--- config.mk ---
export PLATFORM = sky130hd
export DESIGN_NAME = ascii_to_lower_stream
export DESIGN_NICKNAME = d
export VERILOG_FILES = /design/src/rtl/ascii_to_lower_stream.sv
export SDC_FILE = /design/constraint.sdc
export NUM_CORES = 1
export LEC_CHECK = 0
export CAP_MARGIN = 20
export CORE_AREA = 2 2 103 105
export CTS_CLUSTER_SIZE = 20
export DETAILED_ROUTE_END_ITERATION = 6
export DIE_AREA = 0 0 105 107
export SYNTH_ARGS = -nofsm -noshare
export SYNTH_HDL_FRONTEND = slang
export SYNTH_SLANG_ARGS = --single-unit
--- constraint.sdc ---
create_clock -name clk -period 6.7 [get_ports clk]
set_clock_uncertainty 0.2 [all_clocks]
set_input_delay 0.67 -clock clk [delete_from_list [all_inputs] [get_ports clk]]
set_output_delay 0.67 -clock clk [all_outputs]
set_load 0.005 [all_outputs]
--- src/rtl/ascii_to_lower_stream.sv ---
// rtl/ascii_to_lower_stream.sv - streaming ASCII lowercase converter with output FIFO and stats
// Bytes are converted on write; the FIFO head drives the output handshake.
module ascii_to_lower_stream #(
  parameter int DEPTH = 4,
  parameter int CNT_W = 16
) (
  input  logic             clk,
  input  logic             rst_n,
  input  logic             in_valid,
  output logic             in_ready,
  input  logic [7:0]       ascii_in,
  output logic             out_valid,
  input  logic             out_ready,
  output logic [7:0]       ascii_out,
  input  logic             clear_counts,
  output logic [CNT_W-1:0] byte_count,
  output logic [CNT_W-1:0] conv_count
);

  localparam int AW = (DEPTH > 1) ? $clog2(DEPTH) : 1;
  localparam logic [AW:0]      L_FULL    = (AW+1)'(DEPTH);
  localparam logic [AW:0]      L_OCC_ONE = (AW+1)'(1);
  localparam logic [AW-1:0]    L_PTR_ONE = AW'(1);
  localparam logic [CNT_W-1:0] L_CNT_MAX = '1;
  localparam logic [CNT_W-1:0] L_CNT_ONE = CNT_W'(1);

  logic [7:0]       r_mem [DEPTH];
  logic [AW-1:0]    r_wr_ptr;
  logic [AW-1:0]    r_rd_ptr;
  logic [AW:0]      r_occ;
  logic             r_live;
  logic [CNT_W-1:0] r_byte_count;
  logic [CNT_W-1:0] r_conv_count;

  logic             w_push;
  logic             w_pop;
  logic             w_is_upper;
  logic [7:0]       w_wdata;

  assign w_is_upper = (ascii_in >= 8'h41) && (ascii_in <= 8'h5A);
  assign w_wdata    = w_is_upper ? (ascii_in | 8'h20) : ascii_in;

  // in_ready comes only from registered state, so no comb path from out_ready
  assign in_ready   = r_live && (r_occ < L_FULL);
  assign out_valid  = (r_occ != '0);
  assign ascii_out  = out_valid ? r_mem[r_rd_ptr] : 8'h00;
  assign byte_count = r_byte_count;
  assign conv_count = r_conv_count;

  assign w_push = in_valid && in_ready;
  assign w_pop  = out_valid && out_ready;

  always_ff @(posedge clk) begin
    if (w_push) begin
      r_mem[r_wr_ptr] <= w_wdata;
    end
  end

  always_ff @(posedge clk or negedge rst_n) begin
    if (!rst_n) begin
      r_live   <= 1'b0;
      r_wr_ptr <= '0;
      r_rd_ptr <= '0;
      r_occ    <= '0;
    end else begin
      r_live <= 1'b1;
      if (w_push) begin
        r_wr_ptr <= r_wr_ptr + L_PTR_ONE;
      end
      if (w_pop) begin
        r_rd_ptr <= r_rd_ptr + L_PTR_ONE;
      end
      if (w_push && !w_pop) begin
        r_occ <= r_occ + L_OCC_ONE;
      end else if (w_pop && !w_push) begin
        r_occ <= r_occ - L_OCC_ONE;
      end
    end
  end

  // clear takes priority over a same-edge increment
  always_ff @(posedge clk or negedge rst_n) begin
    if (!rst_n) begin
      r_byte_count <= '0;
      r_conv_count <= '0;
    end else if (clear_counts) begin
      r_byte_count <= '0;
      r_conv_count <= '0;
    end else if (w_push) begin
      if (r_byte_count != L_CNT_MAX) begin
        r_byte_count <= r_byte_count + L_CNT_ONE;
      end
      if (w_is_upper && (r_conv_count != L_CNT_MAX)) begin
        r_conv_count <= r_conv_count + L_CNT_ONE;
      end
    end
  end

endmodule

Word-level counts from Yosys, hierarchy flattened
Memory sizes are Yosys's and may differ from the RTL's.
Cells that the tools add are included.
{ "totals": {"wordCells": 46, "regBits": 40, "mem_bits_rw": 32, "memories": 1, "inputBits": 13} }
{ "op_classes": {"reduce_logical": 16, "n_eq_ne": 2, "addsub": 6, "n_lt_le_gt_ge": 3, "muxes": 12} }
{ "memory_table": {"columns": ["memory", "words", "width", "read_ports", "rd_clocked_by_memory_dff", "write_ports", "line", "source"], "rows": [
  ["r_mem", 4, 8, 1, 0, 1, "27", "logic [7:0] r_mem [DEPTH];"]
]} }
{ "op_table": {"columns": ["cell", "n"], "rows": [
  ["$mux 16", 6],
  ["$add 16x1->16 const B", 2],
  ["$ne 16x16->1 const B", 2],
  ["$ge 8x7->1 const B", 1],
  ["$le 8x7->1 const B", 1],
  ["$mux 8", 1],
  ["$reduce_bool 2->1", 4],
  ["$logic_and 1x1->1", 7],
  ["$mux 3", 2],
  ["$mux 6", 1],
  ["$add 2x1->2 const B", 2],
  ["$reduce_and 2->1", 2],
  ["$add 3x1->3 const B", 1],
  ["$lt 3x3->1 const B", 1],
  ["$reduce_bool 3->1", 1],
  ["$sub 3x1->3 const B", 1],
  ["$logic_not 1->1", 2],
  ["$mux 1", 2]
]} }

Logic depth before layout (Yosys ltp)
Gate-level depths: netlist of run 1.
{ "logic_depth": {"word_depth": 7, "mapped_depth": 9} }

Worst setup path before layout of run 1
Ideal clock, no wire load.
{ "synth_timing": {"path_type": "input to register", "startpoint": "input in_valid", "endpoint": "register r_conv_count[15], in the netlist conv_count[15]", "setup_ps": 125, "arrival_time_ps": 2389, "t_required_ps": 6375, "path_slack_ps": 3986, "stages": 6, "path_cell_list": "nand3b_4 > or3_1 > buf_6 > or4_4 > or3_1 > mux2_4"} }
{ "synth_via": {"elab_chain_len": 3} }
{ "synth_lines": {"columns": ["element", "line", "source"], "rows": [
  ["from (decl)", "9", "input logic in_valid,"],
  ["$logic_and 1x1->1", "50", "assign w_push = in_valid && in_ready;"],
  ["$reduce_bool 2->1 (no source line)", null, null],
  ["$reduce_and 2->1 (no source line)", null, null],
  ["to (signal assigned)", "94", "r_conv_count <= r_conv_count + L_CNT_ONE;"],
  ["to (decl)", "33", "logic [CNT_W-1:0] r_conv_count;"]
]} }
No other way between the ends.
A chain may end at the register's enable or synchronous reset.

Worst setup path after layout of run 1
{ "layout_timing": {"startpoint": "register r_rd_ptr[0]", "endpoint": "output ascii_out[3]"} }
{ "layout_via": {"elab_chain_len": 2} }
{ "layout_lines": {"columns": ["element", "line", "source"], "rows": [
  ["from (decl)", "29", "logic [AW-1:0] r_rd_ptr;"],
  ["from (signal assigned)", "71", "r_rd_ptr <= r_rd_ptr + L_PTR_ONE;"],
  ["$mem_v2 4x8", null, null],
  ["$mux 8", "46", "assign ascii_out = out_valid ? r_mem[r_rd_ptr] : 8'h00;"],
  ["to (decl)", "14", "output logic [7:0] ascii_out,"]
]} }
No other way between the ends.

==> impl_metrics.yaml, run 1 <==
timing:
  hold_viol_final: 0
  setup_viol: 0
  finalSetupTns_ns: 0
  finalCritPeriodShare: 0.467
  final-max-slew-violation-count: 0
  rsz0062_at_grt: "no"
  period_minus_slack_ns: 3.13
  worstMarginPinSlew_ns: 1.06
  slew_headroom: 0.294
  fmax_ghz: 0.320
finish:
  fillCellCount: 1009
  nets: 366
  areaGrowthSynthToFinish_pct: 24.2
  post-route-util: 0.431
  final_common_cell: "clkdlybuf4s50_1"
  layout_common_cells: "clkdlybuf4s50_1, dfrtp_1, nor2_1"
  seqCellArea_um2: 1960
  final_cell_count_no_fill: 486
  multiInputGateArea_um2: 1460
  drive_above_1_share: 0.103
  num_antenna_cells: 0
placement:
  place_inst: 470
  gp_congestion: 0.763
  dp_hpwl_um: 4920
  io_buffers: 54
routing:
  drt_wl_total_um: 7360
  met1_length_um: 3440
  first_pass_iters: 6
  routedWlPerCell_um: 15.1
  post-route-drc-count: 0
  top_layer: "met4"
  drt.antenna.violating_nets: 0
  wl_met3_um: 355
  vias: 2467
  wl_met2_um: 3510
  drtIter0Drc: 127
  vias_per_cell: 5.08
global_routing:
  grt-ovfl-total: 0
  grt_pass1_vias: 2445
  grt_first_pass_wirelength_um: 12400
  grt_max_degree: 41
  globalRouteTotalUtil: 0.140
  grt_antenna_before_repair: 0
worst_setup_path:
  crit_start: "r_rd_ptr[0]"
  endpoint: "ascii_out[3]"
  critPathMaxFanout: 10
  critical_path_required_ns: 5.83
  rr_worst_depth: 5
  reg2reg_from: "r_occ[2]"
  r2r_setup_slack_ns: 4.01
  path_class: "flop to output port"
  endpoint_kind: "output port"
  worstPathArrival_ns: 2.26
  start_kind: "flop"
  r2r-end: "conv_count[15]"
die:
  die-area_um2: 11200
  dieWidth_um: 105
  fp.dieH_um: 107
  core_um2: 10100
  row_count: 37
  io_pins: 55
  initial_core_util: 0.347
yosys:
  synth_warnings: 0
  synthMuxAreaShare: 0.0772
  ys_ff_latch: 72
  ys.flop_type: "dfrtp_1"
  synth_compound_area_frac: 0.0622
  ys_seq_area_frac: 0.561
  async_flop_share: 0.556
  syn_area_per_cell_um2: 12.0
  yosys.area_share.simple: 0.188
  synth_top_cell_by_area: "dfrtp_1"
  synth_xor_area_frac: 0.0576
  syn_inst: 291
  yosysUniqueCellTypes: 50
  synth_edf_count: 32
  synthAdderAreaFrac: 0.0307
  synth.top_cell.area_share: 0.286
  synth_top_family_by_area: "simple AND/OR/NAND/NOR gates"
  yosys-top-cells-area: "dfrtp_1, edfxtp_1, mux4_2"
  syn_area_um2: 3500
  syn_nets: 312
power:
  p_leak_nw: 1.56
  swShare: 0.291
  p_int_mw: 0.818
  p_per_area_nw_per_um2: 266
  ir_worst_vdd_uv: 105
  p_switching_mw: 0.335
  power_frac_seq: 0.477
  p_total_mw: 1.15
  comb_power_share: 0.240
  power.share.clock: 0.283
clock_network:
  cts-root-buf: "clkbuf_8"
  numCtsBuffers: 9
  postCtsSetupBuffers: 0
  cts_buffer_depth: 2
  cts_resized: 0
  clkSinkCount: 72
  cts_hold_buf: 0
  clkTransAtPathRegs_ns: 0.09
  cts_htree_levels: 3
  cts_tree: "yes"
  clk_latency_ns: 0.35
min_path:
  hp-class: "input pin to async pin"
job:
  max-cap-violations: 0
run_status:
  status: "complete, no violations"
==> logic make-up (layout without fill, tap and decap cells) <==
family,Yosys count,in the layout
DFF,72,72
xor gates and xnor gates,23,23
adders and majority gates,8,8
AOI/OAI and AO/OA,32,32
other,1,1
muxes,16,16
buffers and inverters,19,78
and+or+nand+nor,120,120
==> final cells by class <==
type	count	share of cell area
Sequential cell	72	0.451
Multi-Input combinational cell	200	0.336
Timing Repair Buffer	55	0.125
Tap cell	136	0.0392
Clock buffer	9	0.0285
Clock inverter	7	0.0141
Inverter	7	0.00605
==> critical path, cell delays in order, from the launching register on <==
cell and delay [ns]:
dfrtp_1 0.72, mux4_2 0.56, and2_1 0.17, clkdlybuf4s50_1 0.46
==> how the worst min path moves through the flow <==
stage | cells past startpoint | start | endpoint
finish | 1 | rst_n | conv_count[14]
global route | 1 | rst_n | conv_count[14]
CTS | 1 | rst_n | conv_count[1]
detailed placement | 1 | r_occ[0] | r_occ[0]
global placement | 1 | r_occ[0] | r_occ[0]
floorplan | 0 | rst_n | byte_count[0]
==> power groups by stage <==
stage | Combinational, mW | Sequential, mW | Clock (mW)
floorplan | 0.185 | 0.528 | 0
global placement | 0.271 | 0.560 | 0
detailed placement | 0.282 | 0.563 | 0
CTS | 0.283 | 0.553 | 0.339
global route | 0.305 | 0.560 | 0.359
finish | 0.277 | 0.550 | 0.327
==> registers in the layout, indices dropped and copies added, names as in the netlist <==
name and flops:
byte_count 16, conv_count 16, r_live 1, r_mem 32, r_occ 3, r_rd_ptr 2
r_wr_ptr 2
==> per-layer routing <==
layer  track usage  up-vias
li1              -     1177
met4        0.0343        0
met3        0.0444        4
met1         0.190     1228
met2         0.218       58
met5             0        -
==> cell usage after synthesis, types with 4 or more instances <==
master     count
nor4_1         7
mux2_2         4
clkbuf_1      10
nand3_1       10
a2111oi_0      4
nand2_1       13
a31oi_1        6
nor2_1        33
or3_1          4
xnor2_1       20
mux4_2         8
dfrtp_1       40
nor3_1         4
ha_1           7
a21oi_1        6
and2_1        13
o21ai_0        4
nor2b_1        5
nand4_1       11
inv_1          7
edfxtp_1      32
and4_1         4
==> per-stage QoR <==
stage               hold slack, ns  setup WS, ns  cell area (um2)
global placement             0.310          3.25             4160
floorplan                    0.174          3.99             3500
global route                 0.313          3.40             4350
finish                       0.252          3.57             4350
detailed placement           0.324          3.21             4160
CTS                          0.270          3.50             4350
Note: power is estimated with default switching activity, not from simulation.
==> run 2: changes to the inputs <==
==> constraint.sdc (replaced) <==
create_clock -name clk -period 2.7 [get_ports clk]
set_clock_uncertainty 0.2 [all_clocks]
set_input_delay 0.27 -clock clk [delete_from_list [all_inputs] [get_ports clk]]
set_output_delay 0.27 -clock clk [all_outputs]
set_load 0.005 [all_outputs]
==> impl_metrics.yaml, run 2 (synthesis results as in run 1) <==
run_status:
  status: "complete, no violations"
finish:
  drive_above_1_share: 0.146
  areaGrowthSynthToFinish_pct: 28.9
  largest_register_ff_count: 32
  top_register: "r_mem"
  num_antenna_cells: 0
  nets: 385
  final_common_cell: "clkdlybuf4s50_1"
  layout_common_cells: "clkdlybuf4s50_1, dfrtp_1, nor2_1"
  post-route-util: 0.447
global_routing:
  globalRouteTotalUtil: 0.149
  met3_usage: 0.0389
  use_met2: 0.244
  busiest_layer: "met2"
  grt_antenna_before_repair: 0
  use_met1: 0.199
  grt_pass1_vias: 2588
  grt_max_degree: 41
  grt_first_pass_wirelength_um: 13200
  grt-ovfl-total: 0
job:
  max-cap-violations: 0
power:
  p_leak_nw: 1.66
  ir_worst_vdd_uv: 283
  p_total_mw: 2.97
  p_per_area_nw_per_um2: 659
routing:
  first_pass_iters: 4
  drtIter0Drc: 56
  routedWlPerCell_um: 15.4
  drt.antenna.violating_nets: 0
  post-route-drc-count: 0
  vias: 2523
  drt_wl_total_um: 7750
  vias_per_cell: 5.00
clock_network:
  clkTransAtPathRegs_ns: 0.08
  postCtsSetupBuffers: 0
  cts_buffer_depth: 2
  cts_tree: "yes"
  clkSinkCount: 72
  cts_htree_levels: 3
  cts_resized: 0
  numCtsBuffers: 9
  cts-root-buf: "clkbuf_8"
  cts_hold_buf: 1
  clk_latency_ns: 0.35
min_path:
  min_to: "r_occ[2]"
  hp-class: "flop to flop"
  whs_path_depth: 1
  holdCritStartpoint: "r_occ[2]"
timing:
  hold_viol_final: 0
  slew_headroom: 0.391
  worst_hold_slack_ns: 0.318
  worstMarginPinSlew_ns: 0.914
  finalSetupTns_ns: 0
  rsz0062_at_grt: "no"
  final-max-slew-violation-count: 0
  setup_viol: 0
  finalCritPeriodShare: 0.913
  period_minus_slack_ns: 2.47
  fmax_ghz: 0.406
worst_setup_path:
  path_class: "flop to output port"
  critical_path_required_ns: 2.23
  max_stage_delay_ns: 0.52
  cp_cell_sequence: "buf_4 > mux4_2 > and2_1 > clkdlybuf4s50_1"
  r2r-end: "conv_count[15]"
  start_kind: "flop"
  reg2reg_from: "r_occ[2]"
  rr_worst_depth: 5
  critPathMaxFanout: 5
  r2r_setup_slack_ns: 0.24
  worstPathArrival_ns: 2.00
  endpoint_kind: "output port"
  cp_slowest_cell: "mux4_2"
placement:
  gp_congestion: 0.797
  dp_hpwl_um: 5490
  io_buffers: 54
die:
  initial_core_util: 0.347
  core_um2: 10100
  dieWidth_um: 105
  fp.dieH_um: 107
  row_count: 37
  die-area_um2: 11200
  io_pins: 55
## run 2: cell count changes in the layout (fill, tap and decap cells not counted)
cell	change
dlygate4sd3_1	+1
inv_6	-3
clkinv_4	+2
bufinv_16	+1
buf_4	+18
clkinv_2	+1
clkinvlp_4	-1
## run 2: final cells by class
class | count | area, um2
fill | 1000 | 5580
clock inverter | 7 | 80.1
inverter | 7 | 26.3
multi-input combinational | 200 | 1460
sequential | 72 | 1960
tap | 136 | 170
timing repair buffer | 74 | 688
clock buffer | 9 | 124
## run 2: stage by stage
| stage | setup slack [ns] | instance area, um2 | cells |
|---|---|---|---|
| floorplan | 0.179 | 3500 | 291 |
| global placement | -0.0868 | 4300 | 488 |
| detailed placement | -0.123 | 4300 | 488 |
| CTS | 0.185 | 4510 | 505 |
| global route | 0.125 | 4510 | 505 |
| finish | 0.235 | 4510 | 505 |
## run 2: report_power, final
part	total, mW	internal (mW)	switching (mW)	leakage [nW]
combinational	0.773	0.473	0.300	0.731
sequential	1.33	1.25	0.0829	0.830
clock	0.871	0.438	0.433	0.102
## run 2: critical path, delay by kind of cell (launching register included)
family	cells	cell delay, ns
buf+inv	2	0.61
mux	1	0.52
flops	1	0.35
simple gates	1	0.17
## run 2: worst max path at each step
stage                startpoint        endpoint  slack, ns  depth (start not counted)
floorplan              r_occ[2]  conv_count[15]       0.18                          6
global placement    ascii_in[7]  conv_count[15]      -0.09                          6
detailed placement  ascii_in[7]  conv_count[15]      -0.12                          6
CTS                 r_rd_ptr[0]    ascii_out[0]       0.18                          4
global route        r_rd_ptr[0]    ascii_out[0]       0.12                          4
finish              r_rd_ptr[0]    ascii_out[0]       0.23                          4
## run 2: routing by layer
| metal | vias up | part of all wire |
|---|---|---|
| met5 | - | 0 |
| met4 | 0 | 0.0046 |
| met3 | 4 | 0.042 |
| met2 | 59 | 0.49 |
| met1 | 1244 | 0.46 |
| li1 | 1216 | - |
==> run 3: changes to the inputs <==
--- a/config.mk
+++ b/config.mk
@@ -5,11 +5,12 @@
 export SDC_FILE = /design/constraint.sdc
 export NUM_CORES = 1
 export LEC_CHECK = 0
+export ABC_AREA = 1
 export CAP_MARGIN = 20
-export CORE_AREA = 2 2 103 105
+export CORE_AREA = 2 2 109 111
 export CTS_CLUSTER_SIZE = 20
 export DETAILED_ROUTE_END_ITERATION = 6
-export DIE_AREA = 0 0 105 107
+export DIE_AREA = 0 0 111 113
 export SYNTH_ARGS = -nofsm -noshare
 export SYNTH_HDL_FRONTEND = slang
 export SYNTH_SLANG_ARGS = --single-unit
==> impl_metrics.yaml, run 3 <==
run_status:
  status: "complete, no violations"
finish:
  drive_above_1_share: 0.0890
  num_antenna_cells: 0
  largest_register_ff_count: 32
  final_area_um2: 4920
  areaGrowthSynthToFinish_pct: 26.0
  final_common_cell: "nand2_1"
  layout_common_cells: "nand2_1, nor2_1, clkdlybuf4s50_1"
  final_cell_count_no_fill: 671
  top_register: "r_mem"
  nets: 545
  post-route-util: 0.437
placement:
  gp_congestion: 0.776
  placedInstanceArea_um2: 4600
  dp_hpwl_um: 6080
  place_inst: 655
  dpl_worst_slack_ns: 0.363
  io_buffers: 54
die:
  io_pins: 55
  dieWidth_um: 111
  fp.dieH_um: 113
  initial_core_util: 0.347
  die-area_um2: 12500
  core_um2: 11300
  row_count: 39
yosys:
  syn_nets: 481
  synth_top_cell_by_area: "dfrtp_1"
  syn_area_um2: 3910
  synth_warnings: 0
  async_flop_share: 0.556
  synth_edf_count: 32
  syn_area_per_cell_um2: 8.49
  syn_inst: 460
  synth.top_cell.area_share: 0.256
  yosysMostFrequentCell: "nand2_1"
  ys_seq_area_frac: 0.502
  yosys-top-cells-area: "dfrtp_1, edfxtp_1, nand2_1"
  yosysUniqueCellTypes: 33
  ys.flop_type: "dfrtp_1"
  ys_ff_latch: 72
  yosys-top-cells-count: "nand2_1, nor2_1, dfrtp_1, nand3_1, inv_1"
power:
  p_total_mw: 3.48
  p_per_area_nw_per_um2: 707
  p_leak_nw: 1.94
  ir_worst_vdd_uv: 467
clock_network:
  cts-root-buf: "clkbuf_16"
  cts_tree: "yes"
  cts_buffer_depth: 2
  clk_latency_ns: 0.33
  clkTransAtPathRegs_ns: 0.06
  cts_htree_levels: 3
  numCtsBuffers: 9
  clkSinkCount: 72
worst_setup_path:
  critical_path_required_ns: 2.23
  reg2reg_from: "r_occ[0]"
  path_class: "flop to output port"
  endpoint_kind: "output port"
  rr_worst_depth: 9
  r2r-end: "r_occ[2]"
  critPathMaxFanout: 19
  r2r_setup_slack_ns: 0.60
  crit_start: "r_rd_ptr[0]"
  start_kind: "flop"
  endpoint: "ascii_out[5]"
  worstPathArrival_ns: 1.98
timing:
  setup_viol: 0
  period_minus_slack_ns: 2.45
  hold_viol_final: 0
  fin_ws_ns: 0.254
  rsz0062_at_grt: "no"
  slew_headroom: 0.383
  worstMarginPinSlew_ns: 0.926
  worst_hold_slack_ns: 0.338
  finalSetupTns_ns: 0
  final-max-slew-violation-count: 0
  fmax_ghz: 0.409
  finalCritPeriodShare: 0.906
global_routing:
  globalRouteTotalUtil: 0.146
  grt_max_degree: 41
  grt_antenna_before_repair: 0
  grt_pass1_vias: 3088
  grt_first_pass_wirelength_um: 14900
  grt-ovfl-total: 0
routing:
  vias_per_cell: 4.69
  drt.antenna.violating_nets: 0
  post-route-drc-count: 0
  first_pass_iters: 4
  routedWlPerCell_um: 12.8
  drt_wl_total_um: 8610
  vias: 3145
  drtIter0Drc: 129
min_path:
  hp-class: "flop to flop"
job:
  max-cap-violations: 0
run 3: kinds of logic (layout without fill, tap and decap cells):
kind of cell             after synthesis  in the layout  synth area share
buffers and inverters                 51            119            0.0615
AND/OR/NAND/NOR                      264            264             0.305
AO/OA/AOI/OAI                         45             45            0.0602
other                                  1              1          0.000960
XOR/XNOR                              18             18            0.0403
multiplexers                           1              1           0.00288
adder cells (fa/ha/maj)                8              8            0.0275
flip-flops                            72             72             0.502
run 3: timing repair:
item | in CTS | in global routing
setup buffers | 0 | 0
endpoints found under the setup margin | 0 | 7
hold endpoints to repair | 40 | 0
hold buffers | 1 | 0
gates resized for setup | 0 | 1
run 3: where the power goes:
group	leakage, nW	internal, mW	switching [mW]	total, mW
clock	0.149	0.799	0.436	1.24
sequential	0.827	1.25	0.110	1.36
combinational	0.960	0.437	0.448	0.884
total	1.94	2.49	0.994	3.48
run 3: how the worst min path moves through the flow:
stage                      from       endpoint  slack, ns  depth (start not counted)
CTS                 r_wr_ptr[0]    r_wr_ptr[0]       0.35                          1
global route        r_wr_ptr[0]    r_wr_ptr[0]       0.37                          1
floorplan                 rst_n  byte_count[0]      -0.23                          0
finish              r_wr_ptr[0]    r_wr_ptr[0]       0.34                          1
detailed placement        rst_n  byte_count[1]       0.27                          1
global placement          rst_n  byte_count[2]       0.27                          1
run 3: worst max-delay path: stages, from the launching register on:
cell and delay (ns):
dfrtp_2 0.54, inv_2 0.25, o21ai_0 0.13, a21oi_1 0.20, clkdlybuf4s50_1 0.53
run 3: layout make-up:
cell class	count	area, um2
tap	143	179
multi-input combinational	337	1710
fill	1103	6350
timing repair buffer	65	621
sequential	72	1960
inverter	39	146
clock buffer	9	225
clock inverter	6	85.1
run 3: per-layer routing:
metal,global-route usage,up-vias,share of wire
li1,-,1628,-
met1,0.188,1456,0.46
met2,0.241,51,0.49
met3,0.0375,10,0.037
met4,0.0475,0,0.013
met5,0,-,0
